===== src/rtl/if_stage.sv =====
// Instruction fetch stage.
// Issues at most one instruction-memory request at a time, tracks the fetch
// PC and hands fetched instructions to the if_id pipeline register.
// Ports:
//   clock, resetn            - clock and asynchronous active-low reset
//   stall_in                 - downstream hold request
//   redirect_in/_pc_in       - taken branch/jump: flush and refetch from target
//   imem_req/addr/ready      - fetch request handshake
//   imem_rvalid/rdata        - fetch response
//   pc_out, inst_out         - PC and instruction for if_id
//   p_ctrl_out               - if_id control: bit0 = hold, bit1 = load bubble
module if_stage #(
  parameter int unsigned     XLEN     = 32,
  parameter logic [XLEN-1:0] RESET_PC = '0,
  parameter logic [31:0]     NOP_INST = 32'h0000_0013
) (
  input  logic            clock,
  input  logic            resetn,
  input  logic            stall_in,
  input  logic            redirect_in,
  input  logic [XLEN-1:0] redirect_pc_in,
  output logic            imem_req,
  output logic [XLEN-1:0] imem_addr,
  input  logic            imem_ready,
  input  logic            imem_rvalid,
  input  logic [31:0]     imem_rdata,
  output logic [XLEN-1:0] pc_out,
  output logic [31:0]     inst_out,
  output logic [1:0]      p_ctrl_out
);

  typedef enum logic [2:0] {StIdle, StFetch, StWait, StKill, StHold} state_e;

  state_e          state_q, state_d;
  logic [XLEN-1:0] fpc_q, fpc_d;
  logic [31:0]     hold_inst_q, hold_inst_d;

  logic            inst_valid;
  logic [XLEN-1:0] redirect_pc;
  logic [XLEN-1:0] fpc_inc;
  logic [XLEN-1:0] reset_pc;

  // Fetch addresses are always word aligned.
  assign redirect_pc = {redirect_pc_in[XLEN-1:2], 2'b00};
  assign reset_pc    = {RESET_PC[XLEN-1:2], 2'b00};
  assign fpc_inc     = fpc_q + XLEN'(4);

  always_ff @(posedge clock or negedge resetn) begin
    if (!resetn) begin
      state_q     <= StIdle;
      fpc_q       <= reset_pc;
      hold_inst_q <= NOP_INST;
    end else begin
      state_q     <= state_d;
      fpc_q       <= fpc_d;
      hold_inst_q <= hold_inst_d;
    end
  end

  always_comb begin
    state_d     = state_q;
    fpc_d       = fpc_q;
    hold_inst_d = hold_inst_q;
    unique case (state_q)
      StIdle: state_d = StFetch;
      StFetch: begin
        if (redirect_in) begin
          fpc_d = redirect_pc;
        end else if (imem_ready) begin
          state_d = StWait;
        end
      end
      StWait: begin
        if (redirect_in) begin
          fpc_d = redirect_pc;
          // A response in the same cycle closes the request; otherwise it is
          // still in flight and must be drained in StKill.
          state_d = imem_rvalid ? StFetch : StKill;
        end else if (imem_rvalid) begin
          if (stall_in) begin
            hold_inst_d = imem_rdata;
            state_d     = StHold;
          end else begin
            fpc_d   = fpc_inc;
            state_d = StFetch;
          end
        end
      end
      StKill: begin
        if (redirect_in) begin
          fpc_d = redirect_pc;
        end
        if (imem_rvalid) begin
          state_d = StFetch;
        end
      end
      StHold: begin
        if (redirect_in) begin
          fpc_d   = redirect_pc;
          state_d = StFetch;
        end else if (!stall_in) begin
          fpc_d   = fpc_inc;
          state_d = StFetch;
        end
      end
      default: state_d = StIdle;
    endcase
  end

  assign inst_valid = ((state_q == StWait) && imem_rvalid) || (state_q == StHold);

  assign imem_req  = (state_q == StFetch) && !redirect_in;
  assign imem_addr = fpc_q;
  assign pc_out    = fpc_q;

  always_comb begin
    inst_out = NOP_INST;
    unique case (state_q)
      StWait:  inst_out = imem_rdata;
      StHold:  inst_out = hold_inst_q;
      default: inst_out = NOP_INST;
    endcase
  end

  // Hold is masked while in reset so if_id sees a plain bubble.
  assign p_ctrl_out[0] = stall_in && !redirect_in && resetn;
  assign p_ctrl_out[1] = redirect_in || !inst_valid;

endmodule


===== config.mk =====
export PLATFORM = sky130hd
export DESIGN_NAME = if_stage
export DESIGN_NICKNAME = d
export VERILOG_FILES = /design/src/rtl/if_stage.sv
export SDC_FILE = /design/constraint.sdc
export NUM_CORES = 1
export LEC_CHECK = 0
export CAP_MARGIN = 10
export CORE_ASPECT_RATIO = 1.4
export CORE_MARGIN = 8
export CORE_UTILIZATION = 39
export CTS_CLUSTER_DIAMETER = 100
export CTS_CLUSTER_SIZE = 40
export DETAILED_ROUTE_END_ITERATION = 7
export PLACE_DENSITY = 0.78
export SYNTH_ARGS = -nofsm -noshare
export SYNTH_HDL_FRONTEND = slang
export SYNTH_SLANG_ARGS = --single-unit

===== constraint.sdc =====
create_clock -name clock -period 1.8 [get_ports clock]
set_input_delay 0.36 -clock clock [delete_from_list [all_inputs] [get_ports clock]]
set_output_delay 0.36 -clock clock [all_outputs]
set_load 0.03 [all_outputs]

After elaboration in Yosys (flattened, before gate mapping) --
Index checks and enable logic that the tools add are counted.
Operators by class: shifts and indexed selects 0, mux-type cells 17, reductions and logical operators 14, equality and inequality tests 10, divide/modulo/power cells 0, $add $sub $neg 1, magnitude comparators 0, bitwise gates (word level) 1, $mul 0
Operators by type and width (number):
- 2-to-1 mux 32 bit | 5
- case mux 32 bit (3 select lines) | 1
- case mux 32 bit (2 select lines) | 1
- adder 32 x 3 -> 32 bit, second input constant | 1
- 2-to-1 mux 3 bit | 8
- case mux 3 bit (5 select lines) | 1
- equality test 3 x 2 -> 1 bit, second input constant | 2
- != test 2 bit, second input constant | 3
- != test 3 bit, second input constant | 2
- AND reduction 5 bit | 1
- logical AND 1 bit | 4
- AND reduction 4 bit | 1
- equality test 3 x 1 -> 1 bit, second input constant | 1
- equality test 3 bit, second input constant | 1
- logical NOT 3 bit | 1
- AND reduction 3 bit | 1
- nonzero test 3 bit | 1
- logical NOT 1 bit | 2
- logical OR 1 bit | 2
- 2-to-1 mux 2 bit | 1
- != test 2 x 1 -> 1 bit, second input constant | 1
- OR reduction 2 bit | 1
- inverter 1 bit | 1
Word-level totals: memory bits (writable) 0, bits in registers 67, memories kept 0, bits in latches 0, logic and storage cells 46, input bits 70, memory bits (read-only) 0, output and inout bits 99

Longest topological paths before layout --
word-level depth 5, depth in mapped cells 8, mapped depth without buffers 6

Worst setup path before layout --
No wires, ideal clock.
path kind register -> output, start point register state_q[2], end point output port inst_out[0], buffers on the path 3, arrival 1.749 ns, data required time 1.440 ns, cell stages (with the launch flop) 6, setup slack -0.309 ns, cell sequence dfrtp_1 > buf_2 > nor3b_1 > clkbuf_1 > clkbuf_1 > o21ai_0
Between the ends: word-level cells in the longest chain between the ends 2, elaborated cells between the ends (all ways) 3, those cells by class 2 x eq/ne; 1 x mux
Ends and longest elaborated chain:
- start, declared | line 34 | state_e state_q, state_d;
- start signal, assigned | line 50 | state_q <= StIdle;
- start signal, assigned | line 54 | state_q <= state_d;
- equality test 3 bit or equality test 3 x 2 -> 1 bit (tied branches) | line 118 | unique case (state_q)
- case mux 32 bit (2 select lines) * | line 118
- end, declared | line 28 | output logic [31:0] inst_out,
Mark *: on every way between the ends. The rest lies on a longest branch, timed or not.

Final worst setup path --
start point register state_q[0], end point output port inst_out[20]
Same word-level chain as after synthesis.

==> flow_metrics.env <==
export IMPL_clock_skew_ns=0.00609
export IMPL_p_switching_mw=5.08
export IMPL_grt_pass1_vias=4319
export IMPL_first_iter_violations=143
export IMPL_dp_slack_ns=-0.537
export IMPL_cts_inserted_buffers=9
export IMPL_die_area_mm2=0.0135
export IMPL_clkPwrFrac=0.180
export IMPL_io_pins=169
export IMPL_max_freq_mhz=463
export IMPL_clock_latency_ns=0.33
export IMPL_synth_xor_area_frac=0.00224
export IMPL_area_growth_pct=80.3
export IMPL_highest_layer="met4"
export IMPL_port_buffers=162
export IMPL_intPower_mw=6.37
export IMPL_htree_levels=3
export IMPL_synth_ff_type="dfrtp_1"
export IMPL_timing_final_crit_share=1.20
export IMPL_syn_area_mm2=0.00392
export IMPL_via_count=4255
export IMPL_place_area_mm2=0.00592
export IMPL_die_h_um=135
export IMPL_syn_avg_cell_area_um2=9.35
export IMPL_routabilityCongestion=0.892
export IMPL_clkSinkCount=65
export IMPL_placed_cells=723
export IMPL_initial_core_util=0.398
export IMPL_p_leak_nw=3.15
export IMPL_vias_per_cell=5.60
export IMPL_place_hpwl_um=10300
export IMPL_cp_start_kind="flip-flop"
export IMPL_ant_nets=0
export IMPL_synth_compound_area_frac=0.230
export IMPL_swShare=0.444
export IMPL_dr_pass1_iters=5
export IMPL_antenna_found_initial=0
export IMPL_synth_area_mux_share=0.0946
export IMPL_comb_power_share=0.577
export IMPL_setup_slack_ns=-0.359
export IMPL_power_mw=11.4
export IMPL_p_seq_frac=0.243
export IMPL_r2r_cells=9
export IMPL_clk_path_buf_depth=2
export IMPL_clkTransAtPathRegs_ns=0.05
export IMPL_grt_overflow_total=0
export IMPL_met1_length_um=5790
export IMPL_worstSetupPathType="reg2out"
export IMPL_crit_required_ns=1.44
export IMPL_vdd_drop_max_mv=1.11
export IMPL_setup_viol=80
export IMPL_synth_cell_types=54
export IMPL_root_buffer="clkbuf_16"
export IMPL_drive_above_1_share=0.382
export IMPL_end_kind="output pin"
export IMPL_yosys_area_share_simple=0.150
export IMPL_grt_max_degree=66
export IMPL_period_needed_ns=2.16
export IMPL_synthAdderAreaFrac=0.00319
export IMPL_wl_met3_um=1190
export IMPL_hold_class="in2async"
export IMPL_synth_top_family_by_area="compound AO/OA/AOI/OAI gates"
export IMPL_yosysWarnings=0
export IMPL_synth_seq_cells=65
export IMPL_drc=0
export IMPL_postLayoutCellArea_mm2=0.00706
export IMPL_wl_met2_um=7940
export IMPL_drv_slew=0
export IMPL_crit_fanout=9
export IMPL_crit_arrival_ns=1.80
export IMPL_ys_seq_area_frac=0.416
export IMPL_cts_tree="yes"
export IMPL_nNetsFinal=691
export IMPL_stdcell_count=760
export IMPL_worst_pin_slew_ns=0.836
export IMPL_core_area_mm2=0.00985
export IMPL_num_antenna_cells=0
export IMPL_rsz0062_at_grt="yes"
export IMPL_maxCapViolCount=0
export IMPL_slew_headroom=0.443
export IMPL_failed_checks="setup timing"
export IMPL_final_core_util=0.717
export IMPL_synth_enable_flop_cells=0
export IMPL_grt_pass1_wl_um=21800
export IMPL_grt_use_total=0.203
export IMPL_p_per_area_mw_per_mm2=1620
export IMPL_hold_ws_ns=0.232
export IMPL_wirelength_um=15400
export IMPL_std_cell_rows=43
export IMPL_syn_inst=419
export IMPL_hold_violations=0
export IMPL_wl_per_cell_um=20.3
export IMPL_die_w_um=101
export IMPL_status="finished, violations left"
export IMPL_synth_async_sr_flop_share=1.00
export IMPL_final_setup_tns_ns=-14.13
[repair_timing]
item | CTS | global route
resized for setup | 117 | 68
buffers inserted | 6 | 8
pin swaps | 8 | 36
cloned | 1 | 7
hold buffers | 0 | 0
endpoints found under the setup margin | 99 | 62
[area by class of cell]
class | instances | area, µm²
multi-input combinational | 288 | 2320
tap | 135 | 169
clock inverter | 4 | 98.8
fill | 696 | 2790
clock buffer | 12 | 256
inverter | 5 | 18.8
sequential | 65 | 1650
timing repair buffer | 251 | 2550
[sequential cells by signal, indices dropped and copies added, names as in the netlist]
signal and count:
state_q 3, imem_addr 30, hold_inst_q 32
[worst paths after layout]
| path | startpoint | to | slack (ns) |
|---|---|---|---|
| setup reg to reg | state_q[0] | imem_addr[2] | -0.17 |
| min in group clock | hold_inst_q[23] | hold_inst_q[23] | 0.49 |
| hold / removal | resetn | hold_inst_q[20] | 0.23 |
| hold reg to reg | hold_inst_q[23] | hold_inst_q[23] | 0.49 |
| setup / recovery | state_q[0] | inst_out[20] | -0.36 |
| max in group asynchronous | resetn | imem_addr[11] | 0.97 |
[layer usage]
| layer | GRT usage | up-vias |
|---|---|---|
| met2 | 0.353 | 217 |
| met4 | 0.0962 | 0 |
| met5 | 0 | - |
| met3 | 0.0526 | 41 |
| li1 | - | 1928 |
| met1 | 0.222 | 2069 |
[worst max-delay path: stages (launching register included)]
cell,delay [ns]
dfrtp_1,0.39
buf_6,0.14
nor3_4,0.32
buf_12,0.18
clkbuf_16,0.15
a22o_2,0.16
buf_6,0.13
[cells in the mapped netlist, drive strengths merged (2+ instances only)]
library cell | number | area [µm²]
and2 | 3 | 18.8
buf | 43 | 305
a21o | 2 | 15.0
and4 | 4 | 35.0
or3 | 2 | 12.5
or2 | 2 | 12.5
mux2 | 32 | 360
a22oi | 5 | 37.5
a2bb2oi | 2 | 17.5
o21ai | 23 | 115
a32oi | 2 | 17.5
nor2 | 23 | 86.3
a22o | 29 | 254
nand3 | 19 | 95.1
inv | 5 | 18.8
a41o | 2 | 20.0
dfstp | 3 | 78.8
and3 | 4 | 25.0
or4 | 2 | 18.8
dfrtp | 62 | 1550
clkbuf | 21 | 78.8
nor3 | 6 | 30.0
nand2 | 29 | 109
nand4 | 8 | 50.1
o22a | 7 | 61.3
nor2b | 2 | 20.0
nand2b | 3 | 18.8
nor4 | 5 | 37.5
a31oi | 5 | 31.3
a21oi | 43 | 215
o22ai | 7 | 43.8
[cell usage in the layout, fill, tap and decap left out, types with 5 or more instances in the layout]
cell type / count
a21oi_1: 33
a21oi_2: 10
a22o_2: 15
a22o_4: 12
a31oi_1: 5
buf_12: 10
buf_4: 60
buf_6: 47
clkbuf_16: 15
clkdlybuf4s50_1: 64
dfrtp_1: 49
dfrtp_2: 13
dlygate4sd2_1: 57
dlymetal6s2s_1: 5
mux2_1: 30
nand2_1: 26
nand3_1: 17
nand4_1: 8
nor2_1: 19
o21ai_0: 11
o21ai_2: 6
o22a_1: 7
[power groups by stage]
stage	Combinational [mW]	Sequential, mW	Clock, mW
6_report	6.61	2.78	2.06
5_1_grt	6.96	2.85	2.15
4_1_cts	5.88	2.70	2.09
3_5_place_dp	6.06	2.71	0
3_3_place_gp	5.97	2.67	0
2_1_floorplan	3.08	3.33	0
[logic make-up (layout without fill, tap and decap cells)]
family          Yosys count  count (layout)
compound gates          135             135
simple gates            114             114
buf+inv                  69             272
flops                    65              65
mux                      33              33
fa+ha+maj                 1               1
other cells               1               4
xor+xnor                  1               1
No activity file was read; power rests on OpenSTA's default activity.
